$ cat config.mk
export PLATFORM = sky130hd
export DESIGN_NAME = uart_rx_frontend
export DESIGN_NICKNAME = d
export VERILOG_FILES = /design/src/rtl/uart_rx_frontend.sv
export SDC_FILE = /design/constraint.sdc
export NUM_CORES = 1
export LEC_CHECK = 0
export CAP_MARGIN = 40
export CELL_PAD_IN_SITES_DETAIL_PLACEMENT = 0
export CELL_PAD_IN_SITES_GLOBAL_PLACEMENT = 1
export CORE_ASPECT_RATIO = 0.5
export CORE_MARGIN = 2
export CORE_UTILIZATION = 40
export CTS_CLUSTER_SIZE = 20
export DETAILED_ROUTE_END_ITERATION = 10
export DONT_BUFFER_PORTS = 1
export HOLD_SLACK_MARGIN = 0.03
export PLACE_DENSITY = 0.73
export SLEW_MARGIN = 40
export SYNTH_ARGS = -nofsm -noshare
export SYNTH_HDL_FRONTEND = slang
export SYNTH_SLANG_ARGS = --single-unit
$ cat constraint.sdc
create_clock -name clk -period 2.8 [get_ports clk]
set_input_delay 0.7 -clock clk [delete_from_list [all_inputs] [get_ports clk]]
set_output_delay 0.7 -clock clk [all_outputs]
set_load 0.01 [all_outputs]
$ cat src/rtl/uart_rx_frontend.sv
// UART receive front end: 16x oversampled start/data/stop detection with
// mid-bit majority voting, feeding a small byte FIFO with overrun/frame error pulses.
module uart_rx_frontend #(
  parameter int FIFO_DEPTH = 4
) (
  input  logic        clk,
  input  logic        rstn,
  input  logic        en,
  input  logic [15:0] div,
  input  logic        rx,
  output logic [7:0]  rx_data,
  output logic        rx_valid,
  input  logic        rx_ready,
  output logic        busy,
  output logic        frame_err,
  output logic        overrun
);

  localparam int PtrW = $clog2(FIFO_DEPTH);
  localparam int CntW = PtrW + 1;

  typedef enum logic [2:0] {IDLE, START, DATA, STOP, BRK} state_t;

  state_t           r_state;
  state_t           w_nextState;
  logic             r_sync1;
  logic             r_rxs;
  logic [15:0]      r_tickCnt;
  logic [3:0]       r_phase;
  logic             r_s7;
  logic             r_s8;
  logic [3:0]       r_bitCnt;
  logic [7:0]       r_shift;
  logic             w_tick;
  logic             w_mid;
  logic             w_phaseWrap;
  logic             w_vote;
  logic             w_push;
  logic             w_frameErr;

  logic [7:0]       r_mem [FIFO_DEPTH];
  logic [PtrW-1:0]  r_wrPtr;
  logic [PtrW-1:0]  r_rdPtr;
  logic [CntW-1:0]  r_count;
  logic             w_full;
  logic             w_pop;
  logic             w_write;

  always_ff @(posedge clk) begin
    if (!rstn) begin
      r_sync1 <= 1'b1;
      r_rxs   <= 1'b1;
    end else begin
      r_sync1 <= rx;
      r_rxs   <= r_sync1;
    end
  end

  // A counter left above a newly lowered div runs on to 0xFFFF and wraps naturally.
  assign w_tick      = en && (r_state != IDLE) && (r_tickCnt == div);
  assign w_mid       = w_tick && (r_phase == 4'd9);
  assign w_phaseWrap = w_tick && (r_phase == 4'd15);
  assign w_vote      = (r_s7 & r_s8) | (r_s7 & r_rxs) | (r_s8 & r_rxs);

  always_ff @(posedge clk) begin
    if (!rstn || !en || r_state == IDLE) begin
      r_tickCnt <= '0;
    end else if (r_tickCnt == div) begin
      r_tickCnt <= '0;
    end else begin
      r_tickCnt <= r_tickCnt + 16'd1;
    end
  end

  always_ff @(posedge clk) begin
    if (!rstn) begin
      r_phase  <= '0;
      r_s7     <= 1'b1;
      r_s8     <= 1'b1;
      r_bitCnt <= '0;
      r_shift  <= '0;
    end else if (r_state == IDLE) begin
      r_phase  <= '0;
      r_bitCnt <= '0;
    end else if (w_tick) begin
      r_phase <= r_phase + 4'd1;
      if (r_phase == 4'd7) r_s7 <= r_rxs;
      if (r_phase == 4'd8) r_s8 <= r_rxs;
      if (w_mid && r_state == DATA) begin
        r_shift  <= {w_vote, r_shift[7:1]};
        r_bitCnt <= r_bitCnt + 4'd1;
      end
    end
  end

  always_ff @(posedge clk) begin
    if (!rstn) r_state <= IDLE;
    else       r_state <= w_nextState;
  end

  // STOP leaves at its mid-bit vote so the next start edge is never missed.
  always_comb begin
    w_nextState = r_state;
    w_push      = 1'b0;
    w_frameErr  = 1'b0;
    if (!en) begin
      w_nextState = IDLE;
    end else begin
      case (r_state)
        IDLE:  if (!r_rxs) w_nextState = START;
        START: if (w_mid) w_nextState = w_vote ? IDLE : DATA;
        DATA:  if (r_bitCnt == 4'd8 && w_phaseWrap) w_nextState = STOP;
        STOP: begin
          if (w_mid) begin
            if (w_vote) begin
              w_push      = 1'b1;
              w_nextState = IDLE;
            end else begin
              w_frameErr  = 1'b1;
              w_nextState = BRK;
            end
          end
        end
        BRK:     if (r_rxs) w_nextState = IDLE;
        default: w_nextState = IDLE;
      endcase
    end
  end

  assign busy      = (r_state != IDLE);
  assign frame_err = w_frameErr;

  // A pop in the same cycle frees the head slot, so a full FIFO can still accept.
  assign w_full   = (r_count == CntW'(FIFO_DEPTH));
  assign rx_valid = (r_count != '0);
  assign w_pop    = rx_valid && rx_ready;
  assign w_write  = w_push && (!w_full || w_pop);
  assign overrun  = w_push && w_full && !w_pop;
  assign rx_data  = r_mem[r_rdPtr];

  always_ff @(posedge clk) begin
    if (!rstn) begin
      for (int i = 0; i < FIFO_DEPTH; i++) r_mem[i] <= '0;
      r_wrPtr <= '0;
      r_rdPtr <= '0;
      r_count <= '0;
    end else begin
      if (w_write) begin
        r_mem[r_wrPtr] <= r_shift;
        r_wrPtr        <= r_wrPtr + 1'b1;
      end
      if (w_pop) r_rdPtr <= r_rdPtr + 1'b1;
      case ({w_write, w_pop})
        2'b10:   r_count <= r_count + 1'b1;
        2'b01:   r_count <= r_count - 1'b1;
        default: r_count <= r_count;
      endcase
    end
  end

endmodule

==> metrics.md <==
| Metric | Value |
|---|---|
| Crit path launch type | flip-flop |
| Commonest non-fill, non-tap cells in the layout | 47 x dfxtp_1, 36 x and2_1, 32 x edfxtp_1, 25 x nor2_1, 23 x nand2_1 |
| DP Area | 4049 um^2 |
| Yosys warns | 0 |
| Max VDD drop | 0.3377 mV |
| Leak | 1.538 nW |
| Initial Util | 0.4096 |
| Synth Flop Type | dfxtp_1 |
| Largest area contributor in the netlist | dfxtp_1 |
| First-pass GRT wire length | 12140 um |
| WL final | 7216 um |
| CTS tree | done |
| Final Skew | 0.009131 ns |
| Initial antenna violation count | 0 |
| Worst Path Arrival | 1.91 ns |
| Clk_lat worst skew | 0.34 ns |
| CP Class | flip-flop to primary output |
| Sequential fraction of the synthesis area | 0.4984 |
| # clock sinks | 80 |
| Worst-path fanout max | 5 |
| CP required | 2.10 ns |
| Largest net degree at the start of global routing | 31 |
| Yosys top cell area share | 0.2492 |
| Max-slew violation count | 0 |
| Layout net count | 396 |
| Syn_area_per_cell | 10.83 um^2 |
| Total placed cells including tap cells | 490 |
| Commonest non-fill, non-tap cell in the layout | dfxtp_1 |
| Global route total overflow | 0 |
| CORE AREA | 9415 um^2 |
| Root buffer cell | clkbuf_16 |
| Vias in the first global route | 2522 |
| Ratio of cells with drive above 1 in the final layout | 0.1475 |
| Rows | 25 |
| Clock transition at path regs | 0.06 ns |
| Endpoint type of the worst setup path | primary output |
| #FFs+latches synth | 80 |
| Cts hold-fix bufs | 0 |
| Synth unique cells | 52 |
| Fillers | 867 |
| Die height | 73.43 um |
| Fmax achieved | 382.7 MHz |
| CTS Buf Count | 9 |
| Actual slew at the worst max-slew pin | 0.6887 ns |
| Post-synth EDFFs | 32 |
| Fin. Hold Viols | 0 |
| GRT Util Overall | 0.1527 |
| Core Util, Final | 0.4646 |
| Power per cell area | 568.4 nW/um^2 |
| Ant diodes | 0 |
| Detail Route Antenna Nets | 0 |
| Final Critical Period | 2.613 ns |
| Htree depth | 3 |
| Synth area leaders | dfxtp_1 25%, edfxtp_1 25%, and2_1 5.8% |
| Area growth, synth to finish | 13.43% |
| Crit share post-route | 0.9332 |
| Final setup fails | 0 |
| Slew HR | 0.5395 |
| Syn Inst Count | 356 |
| HPWL after detailed placement | 5288 um |
| Vias/cell | 4.986 |
| Vias | 2533 |
| Worst-case clock buffer depth | 2 |
| I/O pin cnt | 33 |
| Finished Cell Area | 4374 um^2 |
| Drt pass-1 iters | 4 |
| Fin cells | 508 |
| Residual DRC | 0 |
| # Max-Cap Violations | 0 |
| # port buffers | 0 |
| Status | completed |
| Worst hold slack | 0.4156 ns |
| Setup TNS | 0 ns |
| DIE WIDTH | 142.9 um |
| Mapped cell area | 3856 um^2 |
| Mapped Nets | 384 |
| Min-delay worst type | flip-flop to flip-flop |
| Synth async-reset ratio | 0 |
| RSZ-0062 raised after global routing | false |
| Initial DRC Count | 109 |
| Drt wl/cell | 14.20 um |
| GPL Wtd Cong | 0.8005 |
| Die Footprint | 10490 um^2 |
worst max-delay path: stages, from the launching register on:
cell	delay, ns
dfxtp_1	0.35
xor2_1	0.18
nor4_2	0.35
nand4_2	0.24
nor4_2	0.29
buf_4	0.16
synthesized netlist by cell type, types with 8 or more instances:
| library cell | count |
|---|---|
| edfxtp_1 | 32 |
| or3_1 | 9 |
| xor2_1 | 22 |
| nand3_1 | 18 |
| and2_1 | 36 |
| dfxtp_1 | 48 |
| mux4_2 | 8 |
| nand2_1 | 23 |
| xnor2_1 | 14 |
| o21ai_0 | 9 |
| inv_1 | 15 |
| nor2_1 | 25 |
metal layers:
metal | global-route usage | wire [um]
met1 | 0.1983 | 3580
met2 | 0.2431 | 3266
met3 | 0.05020 | 268
met4 | 0.05281 | 100
met5 | 0 | 0
final cells by class:
type | count | area [um^2] | area share
Timing Repair Buffer | 16 | 120.1 | 0.02746
Multi-Input combinational cell | 246 | 1803 | 0.4122
Sequential cell | 80 | 1923 | 0.4396
Inverter | 15 | 56.30 | 0.01287
Tap cell | 135 | 168.9 | 0.03862
Clock buffer | 9 | 225.2 | 0.05149
Clock inverter | 7 | 77.57 | 0.01773
through the flow:
stage	worst slack, ns	total power [W]
floorplan	0.04803	0.001314
global placement	0.08979	0.001323
detailed placement	0.04937	0.001326
CTS	0.001475	0.002508
global route	0.01525	0.002575
finish	0.1871	0.002486
what timing repair did:
action                     4_1_cts  5_1_grt
setup buffers                    0        2
setup endpoints to repair        0        2
gates resized for setup          0        2
report_power, final:
group | switching [W] | internal (W) | leakage (nW)
registers | 0.0000100 | 0.00123 | 0.691
clock network | 0.000487 | 0.000700 | 0.148
logic | 0.0000308 | 0.0000243 | 0.699
total | 0.000528 | 0.00196 | 1.54
path summary, 6_finish.rpt:
check / to / cells after the start / start / slack (ns)
setup reg to reg: r_mem[0][1] / 9 / r_tickCnt[10] / 0.34
setup / recovery: overrun / 5 / r_tickCnt[10] / 0.19
hold / removal: r_rxs / 1 / r_sync1 / 0.42
hold reg to reg: r_rxs / 1 / r_sync1 / 0.42
cell families after synthesis:
logic type,Yosys count,share of synthesized area
xor+xnor,36,0.08176
flops,80,0.4984
simple gates,159,0.2446
mux,13,0.05970
buf+inv,30,0.03569
fa+ha+maj,8,0.02725
compound gates,30,0.05256
flip-flops by register name, summed over array words and instances (netlist names), 2 cells and up, named ones only:
| name | flops |
|---|---|
| r_mem | 32 |
| r_tickCnt | 16 |
| r_shift | 8 |
| r_bitCnt | 4 |
| r_phase | 4 |
| r_count | 3 |
| r_state | 3 |
| r_rdPtr | 2 |
| r_wrPtr | 2 |
(Power assumes the default switching activity.)
